--- config.mk ---
export PLATFORM = sky130hd
export DESIGN_NAME = fir_out_requantizer
export DESIGN_NICKNAME = d
export VERILOG_FILES = /design/src/rtl/fir_out_requantizer.sv
export SDC_FILE = /design/constraint.sdc
export NUM_CORES = 1
export LEC_CHECK = 0
export CORE_MARGIN = 2
export CORE_UTILIZATION = 60
export DETAILED_ROUTE_END_ITERATION = 10
export GPL_TIMING_DRIVEN = 1
export PLACE_DENSITY = 0.91
export SETUP_SLACK_MARGIN = 0.05
export SLEW_MARGIN = 20
export SYNTH_ARGS = -nofsm -noshare
export SYNTH_HDL_FRONTEND = slang
export SYNTH_SLANG_ARGS = --single-unit
--- constraint.sdc ---
create_clock -name i_clk100 -period 6.64 [get_ports i_clk100]
set_input_delay 0.996 -clock i_clk100 [delete_from_list [all_inputs] [get_ports i_clk100]]
set_output_delay 0.996 -clock i_clk100 [all_outputs]
set_load 0.02 [all_outputs]
--- src/rtl/fir_out_requantizer.sv ---
// Captures fir_out once per fold frame, requantises 22b(.18) to 12b(.10) with round-half-up and saturation.
// Capture-to-out_valid is 2 cycles; when the FIFO is full and not popping, new samples are dropped and counted.
module fir_out_requantizer #(
    parameter int IN_W      = 22,
    parameter int OUT_W     = 12,
    parameter int SHIFT     = 8,
    parameter int FOLD      = 5,
    parameter int CAP_PHASE = 1,
    parameter int DEPTH     = 4
) (
    input  logic                    i_clk100,
    input  logic                    i_reset,
    input  logic signed [IN_W-1:0]  i_fir_out,
    output logic signed [OUT_W-1:0] o_out_data,
    output logic                    o_out_valid,
    input  logic                    i_out_ready,
    output logic                    o_sat_flag,
    output logic [7:0]              o_drop_cnt
);

    localparam int RQ_W  = IN_W - SHIFT + 1;
    localparam int PH_W  = (FOLD > 1) ? $clog2(FOLD) : 1;
    localparam int PTR_W = (DEPTH > 1) ? $clog2(DEPTH) : 1;
    localparam int CNT_W = $clog2(DEPTH + 1);

    localparam logic signed [OUT_W-1:0] OUT_MAX = {1'b0, {(OUT_W-1){1'b1}}};
    localparam logic signed [OUT_W-1:0] OUT_MIN = {1'b1, {(OUT_W-1){1'b0}}};

    logic [PH_W-1:0]         r_phase;
    logic signed [IN_W-1:0]  r_stage;
    logic                    r_stage_vld;
    logic [OUT_W-1:0]        r_q;
    logic                    r_q_vld;
    logic                    r_sat;
    logic [7:0]              r_drop;
    logic [OUT_W-1:0]        r_mem [DEPTH];
    logic [PTR_W-1:0]        r_wr_ptr;
    logic [PTR_W-1:0]        r_rd_ptr;
    logic [CNT_W-1:0]        r_count;

    logic signed [RQ_W-1:0]  w_trunc;
    logic signed [RQ_W-1:0]  w_rbit;
    logic signed [RQ_W-1:0]  w_round;
    logic                    w_sat_hi;
    logic                    w_sat_lo;
    logic [OUT_W-1:0]        w_clamped;
    logic                    w_full;
    logic                    w_pop;
    logic                    w_push;
    logic                    w_drop;

    // Phase counter runs free from reset release; capture happens once per frame.
    always_ff @(posedge i_clk100) begin
        if (i_reset) begin
            r_phase     <= '0;
            r_stage_vld <= 1'b0;
            r_stage     <= '0;
        end else begin
            if (r_phase == PH_W'(FOLD - 1)) begin
                r_phase <= '0;
            end else begin
                r_phase <= r_phase + PH_W'(1);
            end
            r_stage_vld <= (r_phase == PH_W'(CAP_PHASE));
            if (r_phase == PH_W'(CAP_PHASE)) begin
                r_stage <= i_fir_out;
            end
        end
    end

    // The dropped MSB half-LSB is added back so ties round toward +inf; the extra bit avoids overflow.
    assign w_trunc   = RQ_W'(r_stage >>> SHIFT);
    assign w_rbit    = {{(RQ_W-1){1'b0}}, r_stage[SHIFT-1]};
    assign w_round   = w_trunc + w_rbit;
    assign w_sat_hi  = (w_round > OUT_MAX);
    assign w_sat_lo  = (w_round < OUT_MIN);
    assign w_clamped = w_sat_hi ? OUT_MAX : (w_sat_lo ? OUT_MIN : w_round[OUT_W-1:0]);

    always_ff @(posedge i_clk100) begin
        if (i_reset) begin
            r_q_vld <= 1'b0;
            r_q     <= '0;
            r_sat   <= 1'b0;
        end else begin
            r_q_vld <= r_stage_vld;
            if (r_stage_vld) begin
                r_q <= w_clamped;
                if (w_sat_hi || w_sat_lo) begin
                    r_sat <= 1'b1;
                end
            end
        end
    end

    // A full FIFO still accepts the push when the head leaves in the same cycle.
    assign w_full = (r_count == CNT_W'(DEPTH));
    assign w_pop  = (r_count != '0) && i_out_ready;
    assign w_push = r_q_vld && (!w_full || w_pop);
    assign w_drop = r_q_vld && w_full && !w_pop;

    always_ff @(posedge i_clk100) begin
        if (w_push) begin
            r_mem[r_wr_ptr] <= r_q;
        end
    end

    always_ff @(posedge i_clk100) begin
        if (i_reset) begin
            r_wr_ptr <= '0;
            r_rd_ptr <= '0;
            r_count  <= '0;
            r_drop   <= '0;
        end else begin
            if (w_push) begin
                r_wr_ptr <= r_wr_ptr + PTR_W'(1);
            end
            if (w_pop) begin
                r_rd_ptr <= r_rd_ptr + PTR_W'(1);
            end
            if (w_push && !w_pop) begin
                r_count <= r_count + CNT_W'(1);
            end else if (w_pop && !w_push) begin
                r_count <= r_count - CNT_W'(1);
            end
            if (w_drop && (r_drop != 8'hFF)) begin
                r_drop <= r_drop + 8'd1;
            end
        end
    end

    assign o_out_valid = (r_count != '0);
    assign o_out_data  = o_out_valid ? r_mem[r_rd_ptr] : '0;
    assign o_sat_flag  = r_sat;
    assign o_drop_cnt  = r_drop;

endmodule
# Word-level counts from Yosys, hierarchy flattened
# Memory sizes are Yosys's and may differ from the RTL's. A register that Yosys moved wholly into a read port is not among the register bits.
# Cells that the tools add are included.
# word_totals
ff_bits	55
mem_bits_rw	48
inputBits	25
out_inout_bits	22
word_cells	49
mem_count	1
# memory_table
memory	words	width	read_ports	rd_clocked_by_memory_dff	wr	line	text
r_mem	4	12	1	1	1	36	logic [OUT_W-1:0] r_mem [DEPTH];
# op_classes
add_sub_neg	7
n_lt_le_gt_ge	2
eq_ne	4
n_mux	9
reduce_logical	16
# ops
cell	count
12-bit two-way mux	3
14-bit by 2-bit adder with 15-bit output	1
15-bit by 12-bit greater-than comparator with 1-bit output, second input constant	1
15-bit by 12-bit < comparator with 1-bit output, second input constant	1
8-bit by 1-bit adder with 8-bit output, second input constant	1
8-bit != test, second input constant	1
1-bit logical AND	7
3-bit by 1-bit adder with 3-bit output, second input constant	2
3-bit equality test, second input constant	2
3-bit two-way mux	2
2-bit by 1-bit adder with 2-bit output, second input constant	2
2-bit two-way mux	2
3-bit by 1-bit equality test with 1-bit output, second input constant	1
1-bit zero test	3
3-bit nonzero test	1
3-bit by 1-bit subtractor with 3-bit output, second input constant	1
1-bit logical OR	2
1-bit two-way mux	2
2-bit AND reduction	1
2-bit nonzero test	1
2-bit OR reduction	1

# Depth between registers and ports, before layout
# depth
word_depth	8
ltp_mapped	9
depth_no_buf	8

# Worst setup path before layout
# No wires, ideal clock.
# synth_timing
path_type	input to register
startpoint	in i_out_ready
endpoint	reg r_count[2]
setup_time_ns	0.070
t_arrival_ns	2.542
t_required_ns	6.570
path_slack_ns	4.028
path_stages	9
n_path_buf	1
path_cell_list	nor4b_2 > nor2b_1 > clkbuf_1 > ha_1 > inv_1 > fa_1 > xor2_1 > or3_1 > a21oi_1
# synth_via
elab_chain_cells	6
elab_cells_between_ends	9
cone_classes	mux (1); reduce/logical (8)
# synth_lines
item	line	text
from (decl)	16	input logic i_out_ready,
1-bit logical AND (*)	97	assign w_pop = (r_count != '0) && i_out_ready;
1-bit logical OR (*)	98	assign w_push = r_q_vld && (!w_full || w_pop);
1-bit logical AND (*)	98	
via w_push	49	logic w_push;
1-bit zero test	122	end else if (w_pop && !w_push) begin
1-bit logical AND	122	
2-bit nonzero test (no line)	--	
to (signal assigned)	121	r_count <= r_count + CNT_W'(1);
to (signal assigned)	123	r_count <= r_count - CNT_W'(1);
to (decl)	39	logic [CNT_W-1:0] r_count;
# Mark *: on every way through the listed nets, which the timed path passes. The rest lies on a longest branch.
# A chain may end at the register's enable or synchronous reset.

==> impl_metrics.csv <==
group,metric,value,unit
timing,fmax,285,MHz
min_path,hold_class,"flip-flop to flip-flop",
floorplan,rows,30,
cts,h-tree-depth,3,
cts,cts.sinks,98,
floorplan,die-area,7690,sq um
logic_synthesis,yosys-top-cells-count,"nand2_1 (51), dfxtp_1 (50), edfxtp_1 (48)",
timing,setup_viol,0,
logic_synthesis,yosysMostFrequentCell,"nand2_1",
cts,cts_tree,"built",
pwr,leakage,1.62,nW
detailed_routing,routed_wl,7000,um
timing,clock_skew,11.2,ps
global_route,grt_max_degree,49,
timing,slew_viol_final,0,
placed_design,place.gp.congestion,0.856,
cells_and_area,diodes,0,
critical_path,worstPathRequired,5640,ps
cts,clk_path_buf_depth,2,
cts,insertion_delay,360,ps
logic_synthesis,ys_types,40,
logic_synthesis,synth_nets,386,
cells_and_area,seqCellArea,2440,sq um
logic_synthesis,ys_async_sr_fraction,0,%
detailed_routing,drt-pass1-iter-count,4,
critical_path,slowest_stage,"dfxtp_1",
logic_synthesis,synth_ff_type,"dfxtp_1",
logic_synthesis,synth_area_leaders,"edfxtp_1 (34%), dfxtp_1 (24%), mux4_2 (6.4%), nand2_1 (4.6%), ha_1 (3.3%)",
cts,post_cts_resize_count,0,
floorplan,io_pins,47,
cells_and_area,fillers,465,
critical_path,end_kind,"primary output",
timing,fin_crit_sh,52.8,%
global_route,grt_usage,20.2,%
detailed_routing,vias,2586,
placed_design,pre_cts_slack,3210,ps
timing,tightest_slew,944,ps
critical_path,path_buf_inv,1,
global_route,antenna_found_initial,0,
detailed_routing,wire_per_inst,14.5,um
cts,cts_setup_buffers,0,
timing,worst_slack,3140,ps
global_route,grt_pass1_wl,11600,um
outcome,status,"completed",
floorplan,start_util,61.9,%
critical_path,cpPeakStageDelay,840,ps
floorplan,coreArea,6790,sq um
critical_path,crit_chain,"mux4_2, and2_1, clkdlybuf4s50_1",
cells_and_area,drive_gt1_share,11.6,%
critical_path,path_max_fanout,12,
logic_synthesis,syn_inst,349,
logic_synthesis,ys_ff_latch,98,
detailed_routing,ant_nets,0,
placed_design,hpwl,4690,um
floorplan,die_h,87.7,um
cells_and_area,syn2layout_area_growth,13.9,%
critical_path,worstSetupPathType,"flip-flop to primary output",
critical_path,critPathLaunchType,"flip-flop",
placed_design,port_buffers,39,
cts,ctsHoldBuffers,0,
cells_and_area,multiInputGateArea,1630,sq um
logic_synthesis,ys.warnings.count,0,
timing,final-hold-violation-count,0,
cts,cts_buffers,9,
timing,rsz0062_at_grt,"false",
cts,root_buffer,"clkbuf_8",
run,max_cap_viol_count,0,
cells_and_area,finish.net_count,420,
global_route,grt_pass1_vias,2535,
logic_synthesis,syn_area,4210,sq um
critical_path,arrival,2510,ps
global_route,overflow,0,
timing,fin_crit,3500,ps
timing,slew_headroom,36.9,%
pwr,powerDensity,307,nW/um^2
logic_synthesis,synth_top_area_cell,"edfxtp_1",
floorplan,die_width,87.7,um
logic_synthesis,yosys.area.top_type_share,34.3,%
pwr,ir_drop,181,uV
logic_synthesis,synth_edf_count,48,
cts,path_clk_slew,90,ps
logic_synthesis,syn_avg_cell_area,12.0,sq um
critical_path,crit_family,"flip-flops",
timing,tns,0,ps
detailed_routing,drt_iter0_drc,167,
detailed_routing,via_per_inst,5.34,
detailed_routing,drc,0,
logic_synthesis,yosysSeqAreaShare,58.1,%
-- stage by stage --
step	instances	utilization, %	total power, mW	cell area (sq um)	hold slack [ps]
6_report	484	70.5	1.47	4790	493
5_1_grt	484	70.5	1.54	4790	509
4_1_cts	484	70.5	1.48	4790	489
3_5_place_dp	468	68.0	1.15	4620	476
3_3_place_gp	468	68.0	1.14	4620	472
2_1_floorplan	349	-	1.00	4210	457
-- layout by cell type, fill, tap and decap left out, types with 2 or more instances in the layout --
cell	instances
edfxtp_1	48
a21oi_1	20
nand2_1	51
nor3_1	4
clkinv_1	2
a211oi_2	10
or3_1	4
mux4_2	12
dfxtp_1	50
mux2i_1	6
xnor2_1	8
nand3_1	8
xor2_1	12
and2_1	18
clkdlybuf4s50_1	38
clkinvlp_4	2
clkbuf_8	9
ha_1	11
nor2_1	33
nand2b_1	3
nor4_1	2
nor2b_1	3
o21ai_0	3
inv_1	11
-- worst register-to-register path, stage by stage (launching register included) --
cell and delay, ps:
dfxtp_1 370, or3_1 580, nand2_1 200, ha_1 210
inv_1 90, fa_1 380, xor2_1 170, or3_1 310
a21oi_1 170
-- path summary, 6_finish.rpt --
path | slack (ps) | depth (start not counted) | endpoint | from
setup / recovery | 3140 | 3 | o_out_data[8] | flip-flop
hold / removal | 490 | 2 | r_stage[8] | r_stage[8]
setup reg to reg | 4080 | 8 | r_count[2] | r_count[0]
hold reg to reg | 490 | 2 | r_stage[8] | r_stage[8]
-- power by group --
group,internal (mW),switching (mW),total (mW)
Sequential,0.671,0.0612,0.732
Combinational,0.215,0.195,0.410
Clock,0.135,0.196,0.330
Total,1.02,0.451,1.47
-- state kept, by name, indices dropped and copies added (netlist names), 2 cells and up, named ones only --
name        count
r_phase         3
r_count         3
o_drop_cnt      8
r_q            12
r_wr_ptr        2
r_mem          48
r_stage        15
r_rd_ptr        2
-- layer usage --
metal | track usage, % | up-vias | wire length, um
met5 | 0 | - | 0
met4 | 8.95 | 0 | 167
met3 | 6.41 | 15 | 249
met2 | 33.5 | 54 | 3470
met1 | 24.4 | 1228 | 3110
li1 | - | 1289 | -
-- final cells by class --
type / instances / share of cell area, %
Timing Repair Buffer: 39 / 8.05
Clock inverter: 7 / 0.940
Inverter: 11 / 0.862
Clock buffer: 9 / 2.59
Tap cell: 96 / 2.51
Sequential cell: 98 / 51.0
Multi-Input combinational cell: 224 / 34.1
-- cells by family (layout without fill, tap and decap cells) --
group                      Yosys count  in the layout  share of synthesized area, %
and+or+nand+nor                    134            134                          15.4
buffers and inverters               27             66                          3.12
adders and majority gates           12             12                          3.75
DFF                                 98             98                          58.1
xor gates and xnor gates            20             20                          4.17
muxes                               18             18                          7.85
AOI/OAI and AO/OA                   40             40                          7.59
Power figures use the tool's default switching activity.
